$ cat config.mk
export PLATFORM = sky130hd
export DESIGN_NAME = vga_line_fetch
export DESIGN_NICKNAME = d
export VERILOG_FILES = /design/src/rtl/vga_line_fetch.sv
export SDC_FILE = /design/constraint.sdc
export NUM_CORES = 1
export LEC_CHECK = 0
export ABC_AREA = 1
export BUFFER_PORTS_ARGS = -buffer_cell sky130_fd_sc_hd__buf_2
export CAP_MARGIN = 10
export CORE_ASPECT_RATIO = 0.8
export CORE_UTILIZATION = 56
export CTS_CLUSTER_DIAMETER = 80
export DETAILED_ROUTE_END_ITERATION = 6
export HOLD_SLACK_MARGIN = 0.05
export MAX_ROUTING_LAYER = met4
export PLACE_DENSITY = 0.86
export SYNTH_ARGS = -nofsm -noshare
export SYNTH_HDL_FRONTEND = slang
export SYNTH_SLANG_ARGS = --single-unit
$ cat constraint.sdc
create_clock -name sys_pclk -period 4.31 [get_ports sys_pclk]
set_input_delay 0.431 -clock sys_pclk [delete_from_list [all_inputs] [get_ports sys_pclk]]
set_output_delay 0.431 -clock sys_pclk [all_outputs]
set_load 0.03 [all_outputs]
$ cat src/rtl/vga_line_fetch.sv
`default_nettype none
// ============================================================================
// Module  : vga_line_fetch
// Brief   : Fetches framebuffer lines over a req/gnt read bus into the colbuf.
// Revision: 1.0
// ============================================================================
module vga_line_fetch #(
    parameter int HOR_PXL         = 800,
    parameter int VER_PXL         = 600,
    parameter int MAX_OUTSTANDING = 4
) (
    input  logic        sys_pclk,
    input  logic        rst,
    input  logic        enable,
    input  logic [31:0] fb_base,
    input  logic        frame_int,
    input  logic        buffill_int,
    output logic        mem_req,
    output logic [31:0] mem_addr,
    input  logic        mem_gnt,
    input  logic        mem_rvalid,
    input  logic [31:0] mem_rdata,
    output logic        colbuf_we,
    output logic [9:0]  colbuf_waddr,
    output logic [31:0] colbuf_wdata,
    output logic        busy,
    output logic        line_done,
    output logic        underrun
);

    localparam int                 CNT_W      = 11;
    localparam int                 LINE_W     = $clog2(VER_PXL + 1);
    localparam logic [CNT_W-1:0]   HOR_CNT    = CNT_W'(HOR_PXL);
    localparam logic [CNT_W-1:0]   HOR_LAST   = CNT_W'(HOR_PXL - 1);
    localparam logic [CNT_W-1:0]   CNT_ONE    = CNT_W'(1);
    localparam logic [LINE_W-1:0]  VER_CNT    = LINE_W'(VER_PXL);
    localparam logic [LINE_W-1:0]  LINE_ONE   = LINE_W'(1);
    localparam logic [3:0]         MAX_OUT    = 4'(MAX_OUTSTANDING);
    localparam logic [31:0]        LINE_BYTES = 32'(HOR_PXL * 4);

    localparam logic [1:0] ST_IDLE  = 2'd0;
    localparam logic [1:0] ST_FETCH = 2'd1;
    localparam logic [1:0] ST_DRAIN = 2'd2;
    localparam logic [1:0] ST_ABORT = 2'd3;

    logic [1:0]        state;
    logic [1:0]        state_nxt;
    logic              frame_d;
    logic              fill_d;
    logic [CNT_W-1:0]  req_cnt;
    logic [CNT_W-1:0]  wr_cnt;
    logic [3:0]        outstanding;
    logic [LINE_W-1:0] line_cnt;
    logic [31:0]       line_addr;

    logic frame_rise;
    logic fill_rise;
    logic start;
    logic grant;
    logic accept;
    logic write;
    logic line_complete;

    assign frame_rise    = frame_int & ~frame_d;
    assign fill_rise     = buffill_int & ~fill_d;
    // A coincident frame rise rewinds line_cnt first, so line 0 is always allowed.
    assign start         = fill_rise && (state == ST_IDLE) && enable &&
                           (frame_rise || (line_cnt < VER_CNT));
    assign grant         = mem_req & mem_gnt;
    assign accept        = mem_rvalid && (outstanding != 4'd0);
    assign write         = accept && ((state == ST_FETCH) || (state == ST_DRAIN));
    assign line_complete = (state == ST_DRAIN) && (wr_cnt == HOR_CNT);

    always_ff @(posedge sys_pclk or posedge rst) begin
        if (rst) begin
            state <= ST_IDLE;
        end else begin
            state <= state_nxt;
        end
    end

    always_comb begin
        state_nxt = state;
        case (state)
            ST_IDLE: begin
                if (start) state_nxt = ST_FETCH;
            end
            ST_FETCH: begin
                if (frame_rise)                          state_nxt = ST_ABORT;
                else if (grant && (req_cnt == HOR_LAST)) state_nxt = ST_DRAIN;
            end
            ST_DRAIN: begin
                if (frame_rise)         state_nxt = ST_ABORT;
                else if (line_complete) state_nxt = ST_IDLE;
            end
            default: begin
                if (outstanding == 4'd0) state_nxt = ST_IDLE;
            end
        endcase
    end

    always_comb begin
        mem_req  = 1'b0;
        mem_addr = 32'd0;
        busy     = (state != ST_IDLE);
        if ((state == ST_FETCH) && (req_cnt < HOR_CNT) && (outstanding < MAX_OUT)) begin
            mem_req  = 1'b1;
            mem_addr = line_addr + (32'(req_cnt) << 2);
        end
    end

    always_ff @(posedge sys_pclk or posedge rst) begin
        if (rst) begin
            frame_d      <= 1'b0;
            fill_d       <= 1'b0;
            req_cnt      <= '0;
            wr_cnt       <= '0;
            outstanding  <= 4'd0;
            line_cnt     <= '0;
            line_addr    <= 32'd0;
            colbuf_we    <= 1'b0;
            colbuf_waddr <= 10'd0;
            colbuf_wdata <= 32'd0;
            line_done    <= 1'b0;
            underrun     <= 1'b0;
        end else begin
            frame_d   <= frame_int;
            fill_d    <= buffill_int;
            line_done <= line_complete && !frame_rise;
            underrun  <= fill_rise && (state != ST_IDLE) && !frame_rise;
            colbuf_we <= write;
            if (write) begin
                colbuf_waddr <= wr_cnt[9:0];
                colbuf_wdata <= mem_rdata;
            end

            if (start) begin
                req_cnt     <= '0;
                wr_cnt      <= '0;
                outstanding <= 4'd0;
            end else begin
                if (grant)  req_cnt <= req_cnt + CNT_ONE;
                if (accept) wr_cnt  <= wr_cnt + CNT_ONE;
                if (grant && !accept)      outstanding <= outstanding + 4'd1;
                else if (!grant && accept) outstanding <= outstanding - 4'd1;
            end

            if (frame_rise) begin
                line_cnt  <= '0;
                line_addr <= fb_base;
            end else if (line_complete) begin
                line_cnt  <= line_cnt + LINE_ONE;
                line_addr <= line_addr + LINE_BYTES;
            end
        end
    end

endmodule
`default_nettype wire

==> flow_summary_export.csv <==
group,metric,value,unit
min_path,min_path_type,"in -> reg",
sta,finalCritPeriodShare,0.768,
detailed_routing,viasPerCell,5.42,
synth,synth_edf_count,0,
clocking,cts.path.max_buffers,2,
detailed_routing,ant_nets,0,
clocking,cts-root-buf,"clkbuf_16",
outcome,outcome,"finished clean",
sta,setup_viol,0,
sta,whs,137,ps
grt,grt_first_pass_wirelength,34.2,mm
die,rows,36,
sta,slew_headroom,0.551,
sta,worst_pin_slew,671,ps
place,port_buffers,149,
detailed_routing,routedWlPerCell,14.9,um
place,dp_slack,1460,ps
detailed_routing,drt_wl_total,20.5,mm
setup_path,crit_family,"buffers and inverters",
setup_path,cp_slowest_cell,"inv_1",
sta,drv_slew,0,
power,powerDensity,576,nW/um2
clocking,cts_tree,"yes",
flow_run,maxCapViolCount,0,
synth,synth.net_count,1142,
grt,antenna_found_initial,1,
die,die_y,104,um
layout,fin_nets,1292,
die,core_area,12500,um2
layout,layout_common_cells,"388 x nand2_1, 149 x buf_2, 117 x dfrtp_1",
synth,synth_seq_area_share,0.399,
setup_path,start_kind,"flip-flop",
die,die_x,130,um
setup_path,path_max_fanout,22,
power,vdd_ir_drop_max,0.493,mV
clocking,worstSkewPairLatency,420,ps
setup_path,crit_path_cell_trace,"inv_1 -> ha_1 -> nand2_1 -> nor2_2 -> nand2_1 -> inv_1 -> o21ai_0 -> a21oi_1 -> buf_2",
layout,areaGrowthSynthToFinish,20.1,%
die,ios,150,
layout,drive_above_1_share,0.193,
sta,setup_tns,0,ps
power,p_leak,4.79,nW
setup_path,crit_arrival,2880,ps
place,gp_congestion,0.983,
sta,rsz0062_at_grt,"no",
setup_path,worst_setup_path_end_kind,"output pin",
grt,grt_max_degree,53,
place,place_hpwl,14.9,mm
synth,synth_flop_cell,"dfrtp_1",
setup_path,cp.buffers_inverters,3,
clocking,cts_made_buffers,17,
clocking,cts_max_level,4,
synth,syn_inst,1047,
synth,ys_types,39,
detailed_routing,vias,7484,
detailed_routing,dr.first_iter.drc_count,695,
layout,final_common_cell,"nand2_1",
detailed_routing,drt_first_pass_iters,5,
grt,grt_overflow_total,0,
setup_path,slowest_delay,610,ps
power,power,5.08,mW
synth,ys_warn_count,0,
grt,grt_pass1_vias,7132,
synth,ys_async_sr_fraction,1.00,
sta,clock.fmax,302,MHz
die,die_area,13600,um2
sta,fin_worst_skew,9.19,ps
clocking,clk_pin_slew,60,ps
setup_path,cp.required,3880,ps
grt,grt_util_all_layers,0.334,
sta,finalHoldViolCount,0,
clocking,cts_sinks,117,
sta,setup_slack,999,ps
die,start_util,0.587,
sta,fin_crit,3310,ps
synth,netlist_area,7330,um2
detailed_routing,drc,0,
synth,syn_avg_cell_area,7.00,um2
synth,synth-seq-cells,117,
setup_path,path_class,"reg -> out",
[power by group]
group	internal, mW	total, mW	switching, mW	leakage [nW]
combinational	0.592	2.02	1.43	3.00
clock	0.818	1.41	0.590	0.287
sequential	1.40	1.65	0.249	1.50
total	2.81	5.08	2.26	4.79
[worst paths after layout]
| path | startpoint | endpoint | slack (ps) | cells after the start |
|---|---|---|---|---|
| max | state[1] | mem_addr[7] | 1000 | 9 |
| min | buffill_int | fill_d | 140 | 1 |
| max reg2reg | state[1] | outstanding[3] | 1740 | 16 |
| min reg2reg | colbuf_wdata[12] | colbuf_wdata[12] | 480 | 2 |
| max in group asynchronous | rst | line_addr[1] | 2760 | 4 |
| min in group asynchronous | rst | colbuf_wdata[20] | 560 | 3 |
[routing by layer]
metal | part of all wire | vias to the layer above | GRT usage
met4 | 0.015 | 0 | 0.100
li1 | - | 3639 | -
met1 | 0.45 | 3462 | 0.465
met5 | 0 | - | -
met3 | 0.095 | 29 | 0.0766
met2 | 0.44 | 354 | 0.484
[per-stage QoR]
step / utilization / instances / area [um2]
after floorplan: - / 1047 / 7330
after global placement: 0.658 / 1348 / 8210
after detailed placement: 0.658 / 1348 / 8210
after CTS: 0.705 / 1381 / 8800
after global routing: 0.706 / 1382 / 8800
final: 0.706 / 1382 / 8800
[final cells by class]
class / instances / area, um2
repair buffers: 154 / 786
well taps: 171 / 214
flip-flops and latches: 117 / 2930
multi-input cells: 788 / 3840
clock inverters: 15 / 160
clock buffers: 17 / 425
inverters: 119 / 449
fillers: 1017 / 3670
diodes: 1 / 2.50
[logic make-up after synthesis]
logic type,Yosys count,synth area share
simple gates,641,0.382
buf+inv,142,0.0773
flops,117,0.399
compound gates,107,0.0787
fa+ha+maj,24,0.0430
xor+xnor,16,0.0191
[Yosys cell counts (8+ instances only)]
library cell,instances,area [um2]
ha_1,22,275
nor2_1,79,297
a21oi_1,31,155
dfrtp_1,117,2930
buf_2,12,60.1
inv_2,9,33.8
o21ai_0,56,280
nand4_1,18,113
o211ai_1,9,67.6
xor2_1,11,96.3
nor3_1,24,120
nand2_2,8,50.1
nand2_1,388,1460
nand3_1,83,415
nor2_2,9,56.3
inv_1,110,413
[sequential cells by signal, summed over array words and instances (netlist names)]
name,count
colbuf_waddr,10
colbuf_wdata,32
colbuf_we,1
fill_d,1
frame_d,1
line_addr,32
line_cnt,10
line_done,1
outstanding,4
req_cnt,11
state,2
underrun,1
wr_cnt,11
[what timing repair did]
item	CTS	global route
buffers inserted	0	0
endpoints found under the hold margin	28	0
hold buffers	1	0
resized for setup	0	0
No activity file was read; power rests on OpenSTA's default activity.
